--- src/rtl/hub75_bcm_scanner.sv ---
// HUB75 panel scanner: walks rows and binary-coded-modulation bit planes, shifting pixel bits out
// of a word-addressed frame memory. Panel pins trail the memory port by one cycle.
module hub75_bcm_scanner #(
    parameter int unsigned ADDR_W  = 5,
    parameter int unsigned COLS    = 64,
    parameter int unsigned BPC     = 4,
    parameter int unsigned OE_BASE = 8,
    localparam int unsigned COL_W  = (COLS > 1) ? $clog2(COLS) : 1
) (
    input  logic                    clk,
    input  logic                    rst,
    input  logic                    en,
    input  logic [7:0]              brightness,
    output logic [ADDR_W+COL_W-1:0] mem_addr,
    output logic                    mem_en,
    input  logic [6*BPC-1:0]        mem_data,
    output logic [ADDR_W-1:0]       addr,
    output logic [2:0]              rgb0,
    output logic [2:0]              rgb1,
    output logic                    tick,
    output logic                    latch,
    output logic                    oe,
    output logic                    frame_start
);
    localparam int unsigned PLANE_W = (BPC > 1) ? $clog2(BPC) : 1;
    localparam int unsigned P_MAX   = OE_BASE << (BPC - 1);
    localparam int unsigned P_W     = $clog2(P_MAX + 1);
    localparam int unsigned SH_W    = $clog2(2 * COLS);
    localparam int unsigned CNT_W   = (P_W > SH_W) ? P_W : SH_W;
    localparam int unsigned PROD_W  = P_W + 8;

    typedef enum logic [2:0] {
        StIdle,
        StPrefetch,
        StShift,
        StLatch,
        StDisplay
    } state_e;

    state_e                  state_q;
    logic [ADDR_W-1:0]       row_q;
    logic [PLANE_W-1:0]      plane_q;
    logic [CNT_W-1:0]        cnt_q;
    logic [P_W-1:0]          on_q;
    logic                    stop_q;
    logic [ADDR_W+COL_W-1:0] mem_addr_q;
    logic                    mem_en_q;
    logic                    tick_q;
    logic                    latch_q;
    logic                    oe_q;
    logic                    frame_start_q;
    logic [ADDR_W-1:0]       addr_q;
    logic [2:0]              rgb0_q;
    logic [2:0]              rgb1_q;

    logic [P_W-1:0]          period;
    logic [PROD_W-1:0]       prod;
    logic [P_W-1:0]          on_time;
    logic [COL_W-1:0]        col_nxt;
    logic                    rd_nxt;
    logic                    shift_done;
    logic                    disp_done;
    logic                    last_plane;
    logic                    last_row;
    logic [PLANE_W-1:0]      plane_nxt;
    logic [ADDR_W-1:0]       row_nxt;
    logic [6*BPC-1:0]        plane_bits;

    always_comb begin
        period     = P_W'(OE_BASE) << plane_q;
        prod       = PROD_W'(period) * PROD_W'(brightness);
        on_time    = P_W'(prod >> 8);
        col_nxt    = COL_W'(cnt_q >> 1) + COL_W'(1);
        rd_nxt     = !cnt_q[0] && ((cnt_q >> 1) < CNT_W'(COLS - 1));
        shift_done = cnt_q == CNT_W'(2 * COLS - 1);
        disp_done  = cnt_q == CNT_W'(period - P_W'(1));
        last_plane = plane_q == PLANE_W'(BPC - 1);
        last_row   = row_q == {ADDR_W{1'b1}};
        plane_nxt  = last_plane ? '0 : plane_q + PLANE_W'(1);
        row_nxt    = last_plane ? row_q + ADDR_W'(1) : row_q;
        // Bring the current plane's bit of every channel down to the channel's LSB position.
        plane_bits = mem_data >> plane_q;
    end

    always_ff @(posedge clk) begin
        if (rst) begin
            state_q       <= StIdle;
            row_q         <= '0;
            plane_q       <= '0;
            cnt_q         <= '0;
            on_q          <= '0;
            stop_q        <= 1'b0;
            mem_addr_q    <= '0;
            mem_en_q      <= 1'b0;
            tick_q        <= 1'b0;
            latch_q       <= 1'b0;
            oe_q          <= 1'b1;
            frame_start_q <= 1'b0;
            addr_q        <= '0;
            rgb0_q        <= '0;
            rgb1_q        <= '0;
        end else begin
            mem_en_q      <= 1'b0;
            frame_start_q <= 1'b0;
            tick_q        <= 1'b0;
            latch_q       <= 1'b0;
            oe_q          <= 1'b1;
            if (!en && state_q != StIdle) begin
                stop_q <= 1'b1;
            end
            unique case (state_q)
                StIdle: begin
                    stop_q <= 1'b0;
                    if (en) begin
                        state_q       <= StPrefetch;
                        row_q         <= '0;
                        plane_q       <= '0;
                        mem_en_q      <= 1'b1;
                        mem_addr_q    <= '0;
                        frame_start_q <= 1'b1;
                    end
                end
                StPrefetch: begin
                    state_q <= StShift;
                    cnt_q   <= '0;
                end
                StShift: begin
                    tick_q <= cnt_q[0];
                    if (!cnt_q[0]) begin
                        rgb0_q <= {plane_bits[2*BPC], plane_bits[BPC], plane_bits[0]};
                        rgb1_q <= {plane_bits[5*BPC], plane_bits[4*BPC], plane_bits[3*BPC]};
                    end
                    if (rd_nxt) begin
                        mem_en_q   <= 1'b1;
                        mem_addr_q <= {row_q, col_nxt};
                    end
                    if (shift_done) begin
                        state_q <= StLatch;
                    end else begin
                        cnt_q <= cnt_q + CNT_W'(1);
                    end
                end
                StLatch: begin
                    latch_q <= 1'b1;
                    addr_q  <= row_q;
                    on_q    <= on_time;
                    cnt_q   <= '0;
                    state_q <= StDisplay;
                end
                StDisplay: begin
                    oe_q  <= !(cnt_q < CNT_W'(on_q));
                    cnt_q <= cnt_q + CNT_W'(1);
                    if (disp_done) begin
                        plane_q <= plane_nxt;
                        row_q   <= row_nxt;
                        if (stop_q || !en) begin
                            state_q <= StIdle;
                        end else begin
                            state_q       <= StPrefetch;
                            mem_en_q      <= 1'b1;
                            mem_addr_q    <= {row_nxt, COL_W'(0)};
                            frame_start_q <= last_plane && last_row;
                        end
                    end
                end
                default: state_q <= StIdle;
            endcase
        end
    end

    assign mem_addr    = mem_addr_q;
    assign mem_en      = mem_en_q;
    assign addr        = addr_q;
    assign rgb0        = rgb0_q;
    assign rgb1        = rgb1_q;
    assign tick        = tick_q;
    assign latch       = latch_q;
    assign oe          = oe_q;
    assign frame_start = frame_start_q;

endmodule
--- config.mk ---
export PLATFORM = sky130hd
export DESIGN_NAME = hub75_bcm_scanner
export DESIGN_NICKNAME = d
export VERILOG_FILES = /design/src/rtl/hub75_bcm_scanner.sv
export SDC_FILE = /design/constraint.sdc
export NUM_CORES = 1
export LEC_CHECK = 0
export BUFFER_PORTS_ARGS = -buffer_cell sky130_fd_sc_hd__buf_2
export CORE_MARGIN = 2
export CORE_UTILIZATION = 55
export DETAILED_ROUTE_END_ITERATION = 16
export HOLD_SLACK_MARGIN = 0.06
export PLACE_DENSITY = 0.78
export SLEW_MARGIN = 20
export SYNTH_ARGS = -nofsm -noshare
export SYNTH_HDL_FRONTEND = slang
export SYNTH_SLANG_ARGS = --single-unit
--- constraint.sdc ---
create_clock -name clk -period 10.6 [get_ports clk]
set_input_delay 0.53 -clock clk [delete_from_list [all_inputs] [get_ports clk]]
set_output_delay 0.53 -clock clk [all_outputs]
set_load 0.1 [all_outputs]
---- After elaboration in Yosys (flattened, before gate mapping) ----
Cells that the tools add are included.
operators by class
  mux-type cells .......................... 29
  order comparisons ....................... 2
  equality and inequality tests ........... 14
  reduce and logical (&&, ||, !) cells .... 21
  shift operators ......................... 2
  bitwise operators ....................... 3
  multiply operators ...................... 1
  $add $sub $neg .......................... 5
operator list
  kind                 count
  $mux 11              4
  $pmux 11 s3          1
  $shr 24x2->21        1
  $pmux 7 s3           1
  $mul 7x8->15         1
  $mux 5               3
  $pmux 3 s5           1
  $ne 2x2->1 const B   6
  $pmux 5 s2           1
  $mux 3               3
  $reduce_bool 3->1    3
  $mux 1               8
  $reduce_or 2->1      4
  $add 7x1->7 const B  1
  $eq 7x7->1           1
  $eq 7x7->1 const B   1
  $lt 7x7->1           1
  $mux 7               1
  $shl 4x2->7 const A  1
  $sub 7x1->7 const B  1
  $add 6x1->6 const B  1
  $eq 3x2->1 const B   2
  $lt 6x6->1 const B   1
  $mux 2               3
  other kinds (18)     26
storage, ports and cells
  word-level logic and storage cells ...... 92
  register bits after elaboration ......... 52

---- Depth between registers and ports, before layout ----
  word-level depth ........................ 5
  mapped depth ............................ 18

---- Worst setup path before layout ----
No wires, ideal clock.
  path kind ............................... register -> register
  from .................................... register plane_q[0]
  to ...................................... register on_q[3]
  arrival time ............................ 4491 ps
  data required time ...................... 10485 ps
  buffers on the path ..................... 1
  stages on the path, launching flop included .. 19
  period minus slack after synthesis ...... 4605 ps
  slack ................................... 5995 ps
  path through ............................ dfxtp_1 -> clkbuf_1 -> inv_1 -> ha_1 -> and2_1 -> fa_1 -> inv_1 -> fa_1 -> inv_1 -> ha_1 -> ha_1 -> nand3_1 -> or2_2 -> fa_1 -> nor2b_1 -> o21ai_0 -> a21boi_0 -> nor3_1 -> o21a_1
on the way
  word-level cells in the longest chain between the ends .. 2
RTL lines
  element                 RTL line  source
  start, declared         42        logic [PLANE_W-1:0] plane_q;
  start signal, assigned  154       plane_q <= plane_nxt;
  $shl 4x2->7             70        period = P_W'(OE_BASE) << plane_q;
  $mul 7x8->15            71        prod = PROD_W'(period) * PROD_W'(brightness);
  end signal, assigned    146       on_q <= on_time;
  end, declared           44        logic [P_W-1:0] on_q;
No other way between the ends.
A chain may end at the register's enable or synchronous reset.

---- Worst setup path in the final report ----
Ends and elaborated chain as after synthesis.

==> impl_metrics.py <==
metrics = {
    "run_status": {
        "status": "finished, final reports clean",
    },
    "detailed_routing": {
        "first_pass_iters": 5,
        "routed_wl_mm": 8.50,
        "vias_per_cell": 5.92,
        "drc": 0,
        "drt-initial-drc-count": 227,
        "via_count": 3326,
        "postRouteAntennaNets": 0,
        "avgRoutedWirePerCell_um": 15.1,
    },
    "yosys": {
        "synth_top_cell_by_area": "dfxtp_1",
        "syn_inst": 437,
        "dominantRegCellSynth": "dfxtp_1",
        "synth_area_per_cell_sq_um": 8.77,
        "ys_ff_latch": 52,
        "synth_enable_flop_cells": 0,
        "ys_seq_area_share_pct": 27.2,
        "syn_area_sq_um": 3830,
        "synth_warnings": 0,
        "synth-async-reset-ratio_pct": 0,
        "netlist_top_cells_area": "dfxtp_1, ha_1, fa_1",
        "ys_types": 54,
        "synth_top_area_share_pct": 27.2,
        "syn_nets": 525,
    },
    "critical_path": {
        "reg2regPathDepth": 15,
        "arrival_ns": 5.28,
        "max_stage_delay_ns": 0.73,
        "critPathLaunchType": "flop",
        "crit_path_max_fanout": 19,
        "cp_top_family": "adder cells",
        "crit_end": "on_q[3]",
        "crit_type": "reg2reg",
        "timing.rr.end": "on_q[3]",
        "path_cells": "ha_1 -> nand2_1 -> fa_1 -> fa_1 -> inv_1 -> ha_1 -> ha_1 -> nand3_1 -> or2_2 -> fa_1 -> nor2b_1 -> o21ai_0 -> a21boi_0 -> nor3_1 -> o21a_1",
        "reg2reg_from": "plane_q[0]",
        "critical_path.slowest_cell": "ha_1",
        "path_buf_inv": 1,
        "cp_num_cells": 15,
        "reg2reg_slack_ns": 5.52,
        "endpoint_kind": "flop",
        "cp-startpoint": "plane_q[0]",
        "crit_required_ns": 10.81,
    },
    "timing": {
        "min_period_over_period_pct": 47.9,
        "max_slew_margin_pct": 47.4,
        "whs_ns": 0.457,
        "rsz0062_at_grt": "no",
        "setup_tns_ns": 0,
        "period_needed_ns": 5.08,
        "skew_ns": 0.0138,
        "tightest_slew_ns": 0.789,
        "slew_viol_final": 0,
        "finalSetupViolCount": 0,
        "max_freq_mhz": 197,
        "hold_viol_final": 0,
    },
    "global_route": {
        "grt-ovfl-total": 0,
        "grt_pass1_vias": 3163,
        "grt_usage_pct": 23.4,
        "grt_pass1_wl_mm": 14.4,
        "grt_max_degree": 31,
        "antenna_found_initial": 0,
    },
    "floorplan": {
        "io_pins": 62,
        "core_sq_um": 6760,
        "dieArea_sq_um": 7650,
        "start_util_pct": 56.7,
        "die_x_um": 87.5,
        "die_y_um": 87.5,
        "rows": 30,
    },
    "finish": {
        "mostFrequentLayoutCell": "buf_2",
        "layout.filler_cells": 592,
        "multi_input_area_sq_um": 2540,
        "final_layout_size_suffix_gt1_share_pct": 17.8,
        "nNetsFinal": 569,
        "n_antenna_cell": 0,
        "final_cell_mix": "buf_2, nand2_1, dfxtp_1, ha_1, inv_1",
        "seq_area_sq_um": 1040,
        "synthToLayoutAreaGrowth_pct": 9.79,
    },
    "clock_tree": {
        "cts_max_path_buffers": 2,
        "cts_made_buffers": 5,
        "postCtsSetupBuffers": 0,
        "cts_sinks": 52,
        "ctsHoldBuffers": 0,
        "clkTransAtPathRegs_ns": 0.11,
        "clock_latency_ns": 0.32,
        "cts_tree": "built",
        "cts_root_buf": "clkbuf_8",
        "cts-htree-levels": 2,
        "cts_resized": 0,
    },
    "power_and_ir_drop": {
        "power.density_nw_per_um2": 119,
        "power.leakage_nw": 1.89,
        "vdd_drop_max_v": 0.0000619,
    },
    "placed_design": {
        "io_buffer_count": 61,
        "dpl.hpwl_mm": 6.59,
        "gp_congestion": 0.867,
    },
    "min_path": {
        "worstHoldPathType": "reg2reg",
    },
    "flow_run": {
        "maxCapViolCount": 0,
    },
}
## layout make-up
| class | instances | area share [%] |
|---|---|---|
| Tap cell | 80 | 2.38 |
| Inverter | 35 | 3.12 |
| Timing Repair Buffer | 61 | 7.25 |
| Sequential cell | 52 | 24.7 |
| Multi-Input combinational cell | 326 | 60.3 |
| Clock inverter | 3 | 0.535 |
| Clock buffer | 5 | 1.63 |
## flip-flops by register name (all words and copies together) (netlist names), 3 cells and up
signal    flops
addr          5
state_q       3
on_q          7
rgb0          3
rgb1          3
row_q         5
mem_addr     11
cnt_q         7
## cell usage after synthesis, drive strengths merged, types with 2 or more instances
| cell | number |
|---|---|
| dfxtp | 52 |
| o21bai | 2 |
| o211ai | 7 |
| a21o | 2 |
| o31a | 2 |
| or4 | 3 |
| a211oi | 6 |
| fa | 13 |
| mux2i | 9 |
| and2 | 19 |
| xnor2 | 12 |
| or3 | 3 |
| clkbuf | 16 |
| a22oi | 3 |
| o21ai | 14 |
| a2111oi | 3 |
| a22o | 2 |
| a32oi | 2 |
| nor3 | 6 |
| nor4b | 2 |
| a21oi | 23 |
| nand4 | 3 |
| o21a | 2 |
| ha | 40 |
| a41o | 6 |
| mux4 | 6 |
| nor4 | 3 |
| mux2 | 2 |
| or2 | 2 |
| a31o | 3 |
| nand2 | 54 |
| nor2b | 4 |
| nor2 | 27 |
| and3 | 3 |
| nand2b | 3 |
| nand4b | 2 |
| a31oi | 2 |
| inv | 35 |
| buf | 8 |
| nand3 | 14 |
| xor2 | 10 |
## routing by layer
layer	vias to the layer above	GRT usage, %	wire length [um]
met2	119	39.7	4050
met5	-	0	0
met1	1574	30.9	3840
met4	0	7.27	167
met3	16	3.13	444
li1	1617	-	-
## metrics by stage
stage / total power [mW] / cell area [sq um] / util [%] / std cells / setup slack [ns]
5_1_grt: 0.526 / 4210 / 62.3 / 562 / 5.16
3_5_place_dp: 0.385 / 4120 / 60.9 / 554 / 5.58
6_report: 0.501 / 4210 / 62.3 / 562 / 5.52
3_3_place_gp: 0.382 / 4120 / 60.9 / 554 / 5.79
4_1_cts: 0.501 / 4210 / 62.3 / 562 / 5.51
2_1_floorplan: 0.353 / 3830 / - / 437 / 5.99
## cell families after synthesis
| family | count (synthesis) | synth area share, % |
|---|---|---|
| and+or+nand+nor | 149 | 19.4 |
| AOI/OAI and AO/OA | 85 | 15.6 |
| buffers and inverters | 59 | 6.59 |
| adders and majority gates | 53 | 19.8 |
| DFF | 52 | 27.2 |
| xor gates and xnor gates | 22 | 5.03 |
| muxes | 17 | 6.46 |
## worst min path at each step
stage / start / end / slack [ns] / depth (start not counted)
finish: addr[1] / addr[1] / 0.46 / 2
detailed placement: addr[1] / addr[1] / 0.44 / 2
CTS: addr[1] / addr[1] / 0.46 / 2
global route: addr[4] / addr[4] / 0.49 / 2
global placement: addr[1] / addr[1] / 0.44 / 2
floorplan: on_q[6] / on_q[6] / 0.44 / 2
## where the power goes
part           switching (mW)  leakage, nW  internal [mW]
registers              0.0215        0.420          0.208
clock network          0.0712       0.0485         0.0475
logic                   0.109         1.42         0.0442
## worst reg2reg max path, delay by kind of cell, from the launching register on
kind | cells | cell delay [ns]
AO/OA/AOI/OAI | 3 | 0.63
AND/OR/NAND/NOR | 5 | 0.91
buffers and inverters | 1 | 0.04
adder cells (fa/ha/maj) | 6 | 2.68
flip-flops | 1 | 0.69
No activity file was read; power rests on OpenSTA's default activity.
